**src/rtl/pipe_pkg.sv**
```systemverilog
// Shared definitions for the pipeline sequencing controller:
// FSM state encoding and pipeline-register (stage) indices.
package pipe_pkg;

    typedef enum logic [1:0] {
        ST_RUN      = 2'd0,
        ST_MEM_WAIT = 2'd1,
        ST_DRAIN    = 2'd2,
        ST_HALTED   = 2'd3
    } state_e;

    localparam int NUM_STAGES = 4;
    localparam int STG_IF_ID  = 0;
    localparam int STG_ID_EX  = 1;
    localparam int STG_EX_MEM = 2;
    localparam int STG_MEM_WB = 3;

    typedef logic [NUM_STAGES-1:0] stage_vec_t;

endpackage

```
**src/rtl/pipe_ctrl_hazard_detect.sv**
```systemverilog
// Load-use hazard compare: the ID instruction reads a register that the
// load currently in EX has not yet produced.
module hazard_detect
    import pipe_pkg::*;
(
    input  logic [4:0] id_rs1,
    input  logic [4:0] id_rs2,
    input  logic       id_use_rs1,
    input  logic       id_use_rs2,
    input  logic [4:0] ex_rd,
    input  logic       ex_mem_read,
    output logic       lu_hazard
);

    logic rs1_match;
    logic rs2_match;

    assign rs1_match = id_use_rs1 && (id_rs1 == ex_rd);
    assign rs2_match = id_use_rs2 && (id_rs2 == ex_rd);

    // x0 is hardwired to zero, so a load targeting it never creates a dependency
    assign lu_hazard = ex_mem_read && (ex_rd != 5'd0) && (rs1_match || rs2_match);

endmodule

```
**src/rtl/pipe_ctrl.sv**
```systemverilog
// Pipeline sequencing controller: per-stage enable/flush generation, memory
// wait and debug halt/drain FSM, and stall/flush performance counters.
module pipe_ctrl
    import pipe_pkg::*;
#(
    parameter int CNT_W        = 32,
    parameter int MEM_TIMEOUT  = 255,
    parameter int DRAIN_CYCLES = 4
) (
    input  logic             clk,
    input  logic             rst_n,
    input  logic [4:0]       id_rs1,
    input  logic [4:0]       id_rs2,
    input  logic             id_use_rs1,
    input  logic             id_use_rs2,
    input  logic [4:0]       ex_rd,
    input  logic             ex_mem_read,
    input  logic             ex_modify_pc,
    input  logic             mem_req,
    input  logic             mem_ready,
    input  logic             halt_req,
    output logic             pc_en,
    output logic             if_id_en,
    output logic             if_id_flush,
    output logic             id_ex_en,
    output logic             id_ex_flush,
    output logic             ex_mem_en,
    output logic             ex_mem_flush,
    output logic             mem_wb_en,
    output logic             mem_wb_flush,
    output logic             halt_ack,
    output logic             mem_timeout,
    output logic [CNT_W-1:0] stall_cnt,
    output logic [CNT_W-1:0] flush_cnt
);

    localparam int WAIT_W  = $clog2(MEM_TIMEOUT + 1);
    localparam int DRAIN_W = $clog2(DRAIN_CYCLES + 1);

    state_e             state_q, state_d;
    logic [WAIT_W-1:0]  wait_cnt_q, wait_cnt_d;
    logic [DRAIN_W-1:0] drain_cnt_q, drain_cnt_d;
    logic               halt_ack_q, halt_ack_d;
    logic               mem_timeout_q, mem_timeout_d;
    logic [CNT_W-1:0]   stall_cnt_q, stall_cnt_d;
    logic [CNT_W-1:0]   flush_cnt_q, flush_cnt_d;

    logic       mem_stall;
    logic       lu_hazard;
    logic       pc_en_c;
    logic       redirect_taken;
    stage_vec_t en_vec;
    stage_vec_t flush_vec;

    assign mem_stall = mem_req && !mem_ready;

    hazard_detect u_hazard_detect (
        .id_rs1      (id_rs1),
        .id_rs2      (id_rs2),
        .id_use_rs1  (id_use_rs1),
        .id_use_rs2  (id_use_rs2),
        .ex_rd       (ex_rd),
        .ex_mem_read (ex_mem_read),
        .lu_hazard   (lu_hazard)
    );

    // A redirect seen during a memory stall needs no storage: EX is frozen,
    // so ex_modify_pc is still asserted in the cycle mem_ready arrives.
    always_comb begin
        en_vec         = '1;
        flush_vec      = '0;
        pc_en_c        = 1'b1;
        redirect_taken = 1'b0;
        if (state_q == ST_HALTED) begin
            en_vec    = '0;
            flush_vec = '1;
            pc_en_c   = 1'b0;
        end else begin
            if (mem_stall) begin
                pc_en_c                = 1'b0;
                en_vec[STG_IF_ID]      = 1'b0;
                en_vec[STG_ID_EX]      = 1'b0;
                en_vec[STG_EX_MEM]     = 1'b0;
                flush_vec[STG_MEM_WB]  = 1'b1;
            end else if (ex_modify_pc) begin
                redirect_taken         = 1'b1;
                flush_vec[STG_IF_ID]   = 1'b1;
                flush_vec[STG_ID_EX]   = 1'b1;
            end else if (lu_hazard) begin
                pc_en_c                = 1'b0;
                en_vec[STG_IF_ID]      = 1'b0;
                flush_vec[STG_ID_EX]   = 1'b1;
            end
            // Draining: fetch only bubbles, but still latch a redirect target
            if (state_q == ST_DRAIN) begin
                en_vec[STG_IF_ID]    = 1'b1;
                flush_vec[STG_IF_ID] = 1'b1;
                pc_en_c              = redirect_taken;
            end
        end
    end

    always_comb begin
        state_d     = state_q;
        wait_cnt_d  = wait_cnt_q;
        drain_cnt_d = drain_cnt_q;
        case (state_q)
            ST_RUN: begin
                if (halt_req) begin
                    state_d     = ST_DRAIN;
                    drain_cnt_d = '0;
                end else if (mem_stall) begin
                    state_d    = ST_MEM_WAIT;
                    wait_cnt_d = '0;
                end
            end
            ST_MEM_WAIT: begin
                if (wait_cnt_q != WAIT_W'(MEM_TIMEOUT)) begin
                    wait_cnt_d = wait_cnt_q + WAIT_W'(1);
                end
                if (halt_req) begin
                    state_d     = ST_DRAIN;
                    drain_cnt_d = '0;
                end else if (mem_ready) begin
                    state_d = ST_RUN;
                end
            end
            ST_DRAIN: begin
                if (!halt_req) begin
                    state_d     = ST_RUN;
                    drain_cnt_d = '0;
                end else if (!mem_stall) begin
                    if (drain_cnt_q == DRAIN_W'(DRAIN_CYCLES - 1)) begin
                        state_d     = ST_HALTED;
                        drain_cnt_d = '0;
                    end else begin
                        drain_cnt_d = drain_cnt_q + DRAIN_W'(1);
                    end
                end
            end
            ST_HALTED: begin
                if (!halt_req) begin
                    state_d = ST_RUN;
                end
            end
            default: state_d = ST_RUN;
        endcase
    end

    always_comb begin
        halt_ack_d    = (state_q == ST_HALTED);
        mem_timeout_d = mem_timeout_q ||
                        ((state_q == ST_MEM_WAIT) && (wait_cnt_d == WAIT_W'(MEM_TIMEOUT)));
        stall_cnt_d   = stall_cnt_q;
        flush_cnt_d   = flush_cnt_q;
        if ((state_q != ST_HALTED) && !pc_en_c) begin
            stall_cnt_d = stall_cnt_q + CNT_W'(1);
        end
        if (redirect_taken) begin
            flush_cnt_d = flush_cnt_q + CNT_W'(1);
        end
    end

    always_ff @(posedge clk or negedge rst_n) begin
        if (!rst_n) begin
            state_q       <= ST_RUN;
            wait_cnt_q    <= '0;
            drain_cnt_q   <= '0;
            halt_ack_q    <= 1'b0;
            mem_timeout_q <= 1'b0;
            stall_cnt_q   <= '0;
            flush_cnt_q   <= '0;
        end else begin
            state_q       <= state_d;
            wait_cnt_q    <= wait_cnt_d;
            drain_cnt_q   <= drain_cnt_d;
            halt_ack_q    <= halt_ack_d;
            mem_timeout_q <= mem_timeout_d;
            stall_cnt_q   <= stall_cnt_d;
            flush_cnt_q   <= flush_cnt_d;
        end
    end

    // Reset forces every pipeline register to hold a bubble
    assign pc_en        = rst_n && pc_en_c;
    assign if_id_en     = rst_n && en_vec[STG_IF_ID];
    assign id_ex_en     = rst_n && en_vec[STG_ID_EX];
    assign ex_mem_en    = rst_n && en_vec[STG_EX_MEM];
    assign mem_wb_en    = rst_n && en_vec[STG_MEM_WB];
    assign if_id_flush  = !rst_n || flush_vec[STG_IF_ID];
    assign id_ex_flush  = !rst_n || flush_vec[STG_ID_EX];
    assign ex_mem_flush = !rst_n || flush_vec[STG_EX_MEM];
    assign mem_wb_flush = !rst_n || flush_vec[STG_MEM_WB];

    assign halt_ack    = halt_ack_q;
    assign mem_timeout = mem_timeout_q;
    assign stall_cnt   = stall_cnt_q;
    assign flush_cnt   = flush_cnt_q;

endmodule

```
**config.mk**
```make
export PLATFORM = sky130hd
export DESIGN_NAME = pipe_ctrl
export DESIGN_NICKNAME = d
export VERILOG_FILES = /design/src/rtl/pipe_pkg.sv /design/src/rtl/pipe_ctrl_hazard_detect.sv /design/src/rtl/pipe_ctrl.sv
export SDC_FILE = /design/constraint.sdc
export NUM_CORES = 1
export LEC_CHECK = 0
export BUFFER_PORTS_ARGS = -buffer_cell sky130_fd_sc_hd__buf_2
export CELL_PAD_IN_SITES_DETAIL_PLACEMENT = 0
export CELL_PAD_IN_SITES_GLOBAL_PLACEMENT = 1
export CORE_MARGIN = 2
export CORE_UTILIZATION = 44
export DETAILED_ROUTE_END_ITERATION = 8
export PLACE_DENSITY_LB_ADDON = 0.08
export SKIP_CTS_REPAIR_TIMING = 1
export SLEW_MARGIN = 5
export SYNTH_ARGS = -nofsm -noshare
export SYNTH_HDL_FRONTEND = slang
export SYNTH_SLANG_ARGS = --single-unit
```
**constraint.sdc**
```tcl
create_clock -name clk -period 3.9 [get_ports clk]
set_input_delay 0.975 -clock clk [delete_from_list [all_inputs] [get_ports clk]]
set_output_delay 0.975 -clock clk [all_outputs]
set_load 0.02 [all_outputs]
```
==> results.ini, run 1 <==
[logic_synthesis]
ys_seq_elements = 79
synth_common_cells = 79 x dfrtp_1, 42 x xnor2_1, 35 x nand2_1
synth.most_common_cell = dfrtp_1
netlist_instances = 404
synth.distinct_cells = 52
muxShareOfSynthArea_pct = 0.790
ys_seq_area_share_pct = 48.0
synth_compound_area_share_pct = 6.99
synthAdderAreaFrac_pct = 1.22
synth_ff_type = dfrtp_1
synth.top_cell.area_share_pct = 48.0
syn_nets = 432
ys_warn_count = 0
synth_simple_gate_area_share_pct = 23.3
synth_top_family_by_area = simple AND/OR/NAND/NOR gates
synthXorXnorAreaFrac_pct = 15.3
syn_area_um2 = 4120
synth_edf_count = 0
async_flop_share_pct = 100
yosysTopAreaCell = dfrtp_1
yosys-top-cells-area = dfrtp_1 48%, xnor2_1 8.9%, xor2_1 6.4%
syn_avg_cell_area_um2 = 10.2

[grt]
antenna_found_initial = 0
grt.total_usage_pct = 18.1
grt_first_pass_wirelength_um = 14500
overflow = 0
grt_pass1_vias = 3027
grt_max_degree = 69

[clocking]
cts_sinks = 79
cts_buffers = 9
cts-root-buf = clkbuf_8
cts_max_level = 3
cts_tree = done
path_clk_slew_ns = 0.08
clk_path_buf_depth = 2
clkLatencyLatePin_ns = 0.36

[routing]
drt_pass1_iterations = 4
vias = 3244
drt-initial-drc-count = 145
routed_via_density = 5.30
routed_wl_um = 8670
drc = 0
wl_per_cell_um = 14.2
detail-route-antenna-nets = 0

[critical_path]
rrSetupSlack_ns = 1.67
r2r_end = flush_cnt[26]
worstPathMaxFanout = 3
r2r_start = state_q[0]
setup.worst_path.end_class = output pin
path_common_cell = buf_2
critical_path.startpoint_type = input pin
criticalPathCategory = input pin to output pin
cp_data_arrival_time_ns = 2.36
crit_required_ns = 2.92
cp_slowest_cell = or4_1
worst_path_largest_cell_delay_ns = 0.51
crit_chain = buf_2 > or4_1 > o21ai_1 > nand2b_1 > o21ai_0 > a21oi_1 > buf_2
ff2ff_path_depth = 6
worstSetupStartpoint = ex_rd[1]
crit_end = if_id_en

[floorplan]
start_util_pct = 45.0
ioPinCount = 99
dieArea_um2 = 10100
rows = 35
dieWidth_um = 101
core_um2 = 9150
die_h_um = 101

[power]
power.density_nw_per_um2 = 463
clockPowerShare_pct = 32.9
p_seq_share_pct = 46.3
sw_frac_of_total_pct = 32.8
combPwrFrac_pct = 20.7
switchingPower_w = 0.000744
max-vdd-ir-drop_v = 0.000316
intPower_w = 0.00152
leakage_nw = 2.44

[timing]
fin_tns_setup_ns = 0
rsz0062_at_grt = no
final.setup_skew_ns = 0.0160
drv_slew = 0
final.period_utilization_pct = 85.6
finalHoldViolCount = 0
setup_viol = 0
tightest_slew_ns = 0.861
min_period_ns = 3.34
fmax_mhz = 300
relSlewSlack_pct = 42.6

[layout]
n_fill_cell = 857
register_area_um2 = 1980
drive_gt1_share_pct = 25.7
syn_to_final_growth_pct = 19.0
fin_nets = 524
multiInputGateArea_um2 = 1960
fin_util_pct = 53.5
finalNonFillerCells = 612
diodes = 0

[placement]
dp_hpwl_um = 6160
io_buffers = 98
gp_congestion = 0.811
post-place-cells = 596

[job]
cap_violations = 0

[outcome]
status = finished, final reports clean

[min_path]
min_path_type = input pin to asynchronous set/reset pin

[sequential cells by signal, indices dropped and copies added, names as in the netlist]
register and cells:
drain_cnt_q 3, halt_ack 1, stall_cnt 32, flush_cnt 32, wait_cnt_q 8, mem_timeout 1, state_q 2
[per-stage QoR]
step	hold WS [ns]	setup WS [ns]	cell area (um^2)	total power [W]
after global placement	0.453	0.577	4660	0.00153
after detailed placement	0.454	0.552	4660	0.00154
after CTS	0.455	0.550	4900	0.00230
after global routing	0.457	0.438	4900	0.00239
after floorplan	0.447	0.711	4120	0.00138
final	0.459	0.563	4900	0.00227
[worst min-delay path by stage]
stage / start / end / slack (ns) / cells after the start
2_1_floorplan: drain_cnt_q[0] / drain_cnt_q[0] / 0.45 / 1
3_3_place_gp: stall_cnt[31] / stall_cnt[31] / 0.45 / 1
3_5_place_dp: mem_timeout / mem_timeout / 0.45 / 2
4_1_cts: rst_n / halt_ack / 0.45 / 1
5_1_grt: rst_n / halt_ack / 0.46 / 1
6_report: rst_n / halt_ack / 0.46 / 1
[worst max-delay path, delay by kind of cell]
family | cells | cell delay, ns
AND/OR/NAND/NOR | 2 | 0.69
AO/OA/AOI/OAI | 3 | 0.40
buffers and inverters | 2 | 0.29
[kinds of logic after synthesis]
group / Yosys count
simple gates: 166
flops: 79
xor+xnor: 72
compound gates: 42
buf+inv: 38
fa+ha+maj: 4
mux: 3
[cell usage in the layout, fill, tap and decap left out, drive strengths merged, types with 3 or more instances in the layout]
cell type and count:
inv 20, bufinv 3, a21oi 12, and3 10
nand2b 4, nor4 18, xnor2 42, nand2 35
o21ai 9, o211ai 4, buf 100, dfrtp 79
xor2 30, nand4 15, nor2 18, clkbuf 10
nand3 30, nor2b 3, nor3 20, and4 5
ha 4
[power groups by stage]
| stage | Sequential [W] | Combinational [W] | Clock [W] |
|---|---|---|---|
| 6_report | 0.00105 | 0.000470 | 0.000747 |
| 5_1_grt | 0.00107 | 0.000524 | 0.000793 |
| 4_1_cts | 0.00105 | 0.000478 | 0.000769 |
| 3_5_place_dp | 0.00107 | 0.000478 | 0 |
| 3_3_place_gp | 0.00106 | 0.000469 | 0 |
| 2_1_floorplan | 0.00111 | 0.000269 | 0 |
[area by class of cell]
class / instances / share of cell area, %
Clock buffer: 10 / 2.60
Clock inverter: 6 / 2.37
Inverter: 19 / 1.46
Multi-Input combinational cell: 287 / 40.0
Sequential cell: 79 / 40.3
Tap cell: 111 / 2.83
Timing Repair Buffer: 100 / 10.4
[metal layers]
layer	part of all wire, %	up-vias	track usage (%)
li1	-	1592	-
met1	47	1550	25.3
met2	46	92	27.7
met3	5.2	10	3.95
met4	1.4	0	6.01
met5	0	-	0
(Power assumes the default switching activity.)
==> run 2, diff against run 1 <==
--- a/config.mk
+++ b/config.mk
@@ -8,10 +8,11 @@
 export BUFFER_PORTS_ARGS = -buffer_cell sky130_fd_sc_hd__buf_2
 export CELL_PAD_IN_SITES_DETAIL_PLACEMENT = 0
 export CELL_PAD_IN_SITES_GLOBAL_PLACEMENT = 1
-export CORE_MARGIN = 2
+export CORE_MARGIN = 3
 export CORE_UTILIZATION = 44
 export DETAILED_ROUTE_END_ITERATION = 8
 export PLACE_DENSITY_LB_ADDON = 0.08
+export REMOVE_ABC_BUFFERS = 1
 export SKIP_CTS_REPAIR_TIMING = 1
 export SLEW_MARGIN = 5
 export SYNTH_ARGS = -nofsm -noshare
==> run 2 against run 1 <==
Sequential power hardly changed; largest power group unchanged; sequential share of layout area up 0.21 points; wire length is 0.36% lower; clock skew about the same; critical path depth unchanged; critical endpoint unchanged; largest cell class unchanged; sequential cell count stayed put; die area grew 4.0%; global-route usage shrank 1.1 points; core utilization rose by 1.3 points; power fell by 2.6%.
==> results.ini, run 2 (synthesis gave the netlist of run 1 again) <==
[outcome]
status = finished, final reports clean

[layout]
fin_nets = 524  ; unchanged
syn_to_final_growth_pct = 18.4
n_fill_cell = 857  ; unchanged
drive_gt1_share_pct = 25.7  ; unchanged
finalNonFillerCells = 609  ; -0.49%
final_common_cell = buf_2
final_cell_mix = 97 x buf_2, 79 x dfrtp_1, 42 x xnor2_1, 35 x nand2_1, 30 x xor2_1
design_area_um2 = 4880  ; -0.51%
diodes = 0  ; unchanged

[clocking]
clk_path_buf_depth = 2  ; unchanged
path_clk_slew_ns = 0.07  ; about the same
cts-root-buf = clkbuf_8
cts_max_level = 3  ; unchanged
cts_buffers = 9  ; unchanged
cts_tree = done
cts_sinks = 79  ; unchanged
clkLatencyLatePin_ns = 0.35  ; about the same

[floorplan]
dieWidth_um = 103  ; +2.0%
dieArea_um2 = 10600  ; +4.0%
die_h_um = 103  ; +2.0%
rows = 34  ; -2.9%
ioPinCount = 99  ; unchanged
core_um2 = 8890  ; -2.9%
start_util_pct = 46.3  ; +1.3 points

[critical_path]
critPathTopFamily = simple AND/OR/NAND/NOR gates
r2r_end = mem_timeout
crit_chain = buf_2 > or4_1 > o21ai_1 > nand2b_1 > o21ai_0 > a21oi_1 > buf_2
ff2ff_path_depth = 5  ; -1
worst-path-buf-inv = 2  ; unchanged
critical_path.startpoint_type = input pin
path_common_cell = buf_2
crit_required_ns = 2.92  ; about the same
r2r_start = state_q[0]
setup.worst_path.end_class = output pin
rrSetupSlack_ns = 1.78  ; +0.11 ns
worst_path_largest_cell_delay_ns = 0.52  ; about the same
worstPathMaxFanout = 3  ; unchanged
cp_slowest_cell = or4_1
criticalPathCategory = input pin to output pin
cp_data_arrival_time_ns = 2.36  ; about the same

[placement]
io_buffers = 98  ; unchanged
post-place-cells = 593  ; -0.50%
dp_slack_ns = 0.539  ; -0.0126 ns
dp_hpwl_um = 6170  ; +0.16%
gp_congestion = 0.769  ; -5.2%
place_area_um2 = 4650  ; about the same

[timing]
drv_slew = 0  ; unchanged
min_period_ns = 3.33  ; -0.00472 ns
fin_tns_setup_ns = 0  ; unchanged
final.period_utilization_pct = 85.4  ; -0.12 points
rsz0062_at_grt = no
final.setup_skew_ns = 0.0161  ; +0.0000793 ns
setup_ws_ns = 0.568  ; +0.00472 ns
finalHoldViolCount = 0  ; unchanged
setup_viol = 0  ; unchanged
tightest_slew_ns = 0.962  ; +0.101 ns
fmax_mhz = 300  ; +0.14%
relSlewSlack_pct = 35.9  ; -6.7 points

[grt]
antenna_found_initial = 0  ; unchanged
grt_first_pass_wirelength_um = 14400  ; -1.0%
overflow = 0  ; unchanged
grt_max_degree = 77  ; +12%
grt_pass1_vias = 3014  ; -0.43%
grt.total_usage_pct = 16.9  ; -1.1 points

[power]
power.density_nw_per_um2 = 453  ; -2.1%
max-vdd-ir-drop_v = 0.000195  ; -38%
leakage_nw = 2.43  ; -0.47%

[routing]
wl_per_cell_um = 14.2  ; +0.13%
drt_pass1_iterations = 4  ; unchanged
drc = 0  ; unchanged
routed_via_density = 5.31  ; +0.21%
drt-initial-drc-count = 65  ; -55%
routed_wl_um = 8640  ; -0.36%
vias = 3235  ; -0.28%
detail-route-antenna-nets = 0  ; unchanged

[min_path]
min_path_type = input pin to asynchronous set/reset pin

[job]
cap_violations = 0  ; unchanged

==> run 2: report_power, final <==
group          switching [W]  internal [W]
clock               0.000299      0.000378
sequential          0.000140      0.000913
combinational       0.000299      0.000180
==> run 2: through the flow <==
step | hold WS (ns) | util [%] | total power (W)
floorplan | 0.447 | - | 0.00136
global placement | 0.438 | 52.3 | 0.00155
detailed placement | 0.451 | 52.3 | 0.00156
CTS | 0.416 | 54.8 | 0.00224
global route | 0.418 | 54.8 | 0.00234
finish | 0.428 | 54.8 | 0.00221
==> run 2: how the worst max path moves through the flow <==
stage                         from  endpoint  cells past startpoint
final                     ex_rd[1]  if_id_en                      7
after global placement    ex_rd[1]  if_id_en                      7
after floorplan           ex_rd[1]  if_id_en                      5
after CTS                 ex_rd[1]  if_id_en                      7
after detailed placement  ex_rd[1]  if_id_en                      7
after global routing      ex_rd[1]  if_id_en                      7
==> run 2: cell type report <==
class,count,area [um^2],area share [%]
multi-input combinational,287,1960,40.2
clock inverter,5,81.3,1.67
tap,108,135,2.77
timing repair buffer,100,508,10.4
clock buffer,11,141,2.90
inverter,19,71.3,1.46
sequential,79,1980,40.5
==> run 2: per-layer routing <==
metal	wire, um	up-vias	GRT usage [%]
met5	0	-	0
met4	90	0	5.98
met3	521	9	3.52
met2	3990	82	26.5
met1	4040	1549	23.4
li1	-	1595	-
==> run 3, diff against run 2 <==
--- a/config.mk
+++ b/config.mk
@@ -8,8 +8,8 @@
 export BUFFER_PORTS_ARGS = -buffer_cell sky130_fd_sc_hd__buf_2
 export CELL_PAD_IN_SITES_DETAIL_PLACEMENT = 0
 export CELL_PAD_IN_SITES_GLOBAL_PLACEMENT = 1
-export CORE_MARGIN = 3
 export CORE_UTILIZATION = 44
+export CTS_BUF_LIST = sky130_fd_sc_hd__clkbuf_4 sky130_fd_sc_hd__clkbuf_8 sky130_fd_sc_hd__clkbuf_16
 export DETAILED_ROUTE_END_ITERATION = 8
 export PLACE_DENSITY_LB_ADDON = 0.08
 export REMOVE_ABC_BUFFERS = 1
==> run 3 against run 2 <==
Register-to-register slack about the same; non-clock buffer count unchanged; first-iteration DRC count increased by 14%; hold slack improved by 0.028 ns; die area decreased by 7.6%; sequential power about the same; clock-buffer cell count decreased by 2; setup slack improved by 0.0087 ns; global-route usage increased by 1.7 points; design area about the same; clock power decreased by 2%; largest power group unchanged.
==> results.ini, run 3 (synthesis gave the netlist of run 1 again) <==
[routing]
drt-initial-drc-count = 74  ; +14%
routed_wl_um = 8490  ; -1.7%
wl_per_cell_um = 13.9  ; -1.7%
vias = 3180  ; -1.7%
routed_via_density = 5.22  ; -1.7%
drc = 0  ; unchanged
detail-route-antenna-nets = 0  ; unchanged
drt_pass1_iterations = 4  ; unchanged

[timing]
tightest_slew_ns = 0.885  ; -0.0767 ns
finalHoldViolCount = 0  ; unchanged
final.period_utilization_pct = 85.2  ; -0.22 points
rsz0062_at_grt = no
fmax_mhz = 301  ; +0.26%
final.setup_skew_ns = 0.0136  ; -0.00250 ns
min_period_ns = 3.32  ; -0.00872 ns
fin_tns_setup_ns = 0  ; unchanged
relSlewSlack_pct = 41.0  ; +5.1 points
drv_slew = 0  ; unchanged
setup_viol = 0  ; unchanged

[grt]
grt_first_pass_wirelength_um = 14600  ; +1.6%
overflow = 0  ; unchanged
grt.total_usage_pct = 18.6  ; +1.7 points
grt_max_degree = 73  ; -5.2%
grt_pass1_vias = 3074  ; +2.0%
antenna_found_initial = 0  ; unchanged

[clocking]
clkLatencyLatePin_ns = 0.34  ; about the same
clk_path_buf_depth = 2  ; unchanged
path_clk_slew_ns = 0.08  ; about the same
cts_tree = done
cts_max_level = 3  ; unchanged
cts_buffers = 9  ; unchanged
cts_sinks = 79  ; unchanged
cts-root-buf = clkbuf_8

[placement]
dp_hpwl_um = 6010  ; -2.6%
place_area_um2 = 4650  ; unchanged
io_buffers = 98  ; unchanged
gp_congestion = 0.809  ; +5.2%

[power]
max-vdd-ir-drop_v = 0.000211  ; +8.2%
power.density_nw_per_um2 = 451  ; -0.39%
leakage_nw = 2.43  ; +0.17%

[layout]
fin_util_pct = 54.8  ; about the same
diodes = 0  ; unchanged
syn_to_final_growth_pct = 18.4  ; about the same
n_fill_cell = 835  ; -2.6%
drive_gt1_share_pct = 25.9  ; +0.20 points
design_area_um2 = 4870  ; about the same
final_common_cell = buf_2
fin_nets = 524  ; unchanged
final_cell_mix = 97 x buf_2, 79 x dfrtp_1, 42 x xnor2_1, 35 x nand2_1, 30 x xor2_1

[critical_path]
worst-path-buf-inv = 2  ; unchanged
cp_data_arrival_time_ns = 2.35  ; about the same
setup.worst_path.end_class = output pin
critPathTopFamily = simple AND/OR/NAND/NOR gates
critical_path.startpoint_type = input pin
criticalPathCategory = input pin to output pin
cp_slowest_cell = or4_1
worstPathMaxFanout = 3  ; unchanged
crit_chain = buf_2 > or4_1 > o21ai_1 > nand2b_1 > o21ai_0 > a21oi_1 > buf_2
crit_required_ns = 2.92  ; about the same
worst_path_largest_cell_delay_ns = 0.52  ; about the same
rrSetupSlack_ns = 1.78  ; about the same
path_common_cell = buf_2

[floorplan]
core_um2 = 8890  ; unchanged
die_h_um = 98.7  ; -3.9%
rows = 34  ; unchanged
dieArea_um2 = 9750  ; -7.6%
dieWidth_um = 98.7  ; -3.9%
ioPinCount = 99  ; unchanged
start_util_pct = 46.3  ; unchanged

[outcome]
status = finished, final reports clean

[job]
cap_violations = 0  ; unchanged

[min_path]
min_path_type = input pin to asynchronous set/reset pin

==> run 3: routing by layer <==
metal  global-route usage, %  vias up  part of all wire (%)
met4                    5.51        0                  0.42
met2                    30.2       80                    47
met5                       0        -                     0
met1                    25.4     1502                    48
li1                        -     1596                     -
met3                    3.62        2                   5.2
==> run 3: area by class of cell <==
cell class,instances,area [um^2],area share [%]
Timing Repair Buffer,100,508,10.4
Clock buffer,9,124,2.54
Clock inverter,7,96.3,1.98
Sequential cell,79,1980,40.6
Multi-Input combinational cell,287,1960,40.3
Inverter,19,71.3,1.46
Tap cell,108,135,2.77
==> run 3: stage by stage <==
step	total power [W]	worst slack [ns]	hold slack [ns]	instances
2_1_floorplan	0.00136	0.705	0.447	385
3_3_place_gp	0.00154	0.569	0.440	593
3_5_place_dp	0.00156	0.568	0.439	593
4_1_cts	0.00224	0.558	0.432	609
5_1_grt	0.00234	0.483	0.444	609
6_report	0.00220	0.576	0.457	609
==> run 3: final timing paths <==
path,from,end,cells after the start
worst min-delay path,rst_n,wait_cnt_q[1],1
max in group asynchronous,rst_n,stall_cnt[18],2
worst max-delay path,ex_rd[1],if_id_en,7
min in group clk,stall_cnt[31],stall_cnt[31],1
worst min register to register,stall_cnt[31],stall_cnt[31],1
worst max register to register,state_q[0],mem_timeout,5
==> run 3: power breakdown <==
group	internal, W	switching, W
registers	0.000913	0.000139
clock network	0.000363	0.000303
logic	0.000180	0.000301
total	0.00146	0.000743
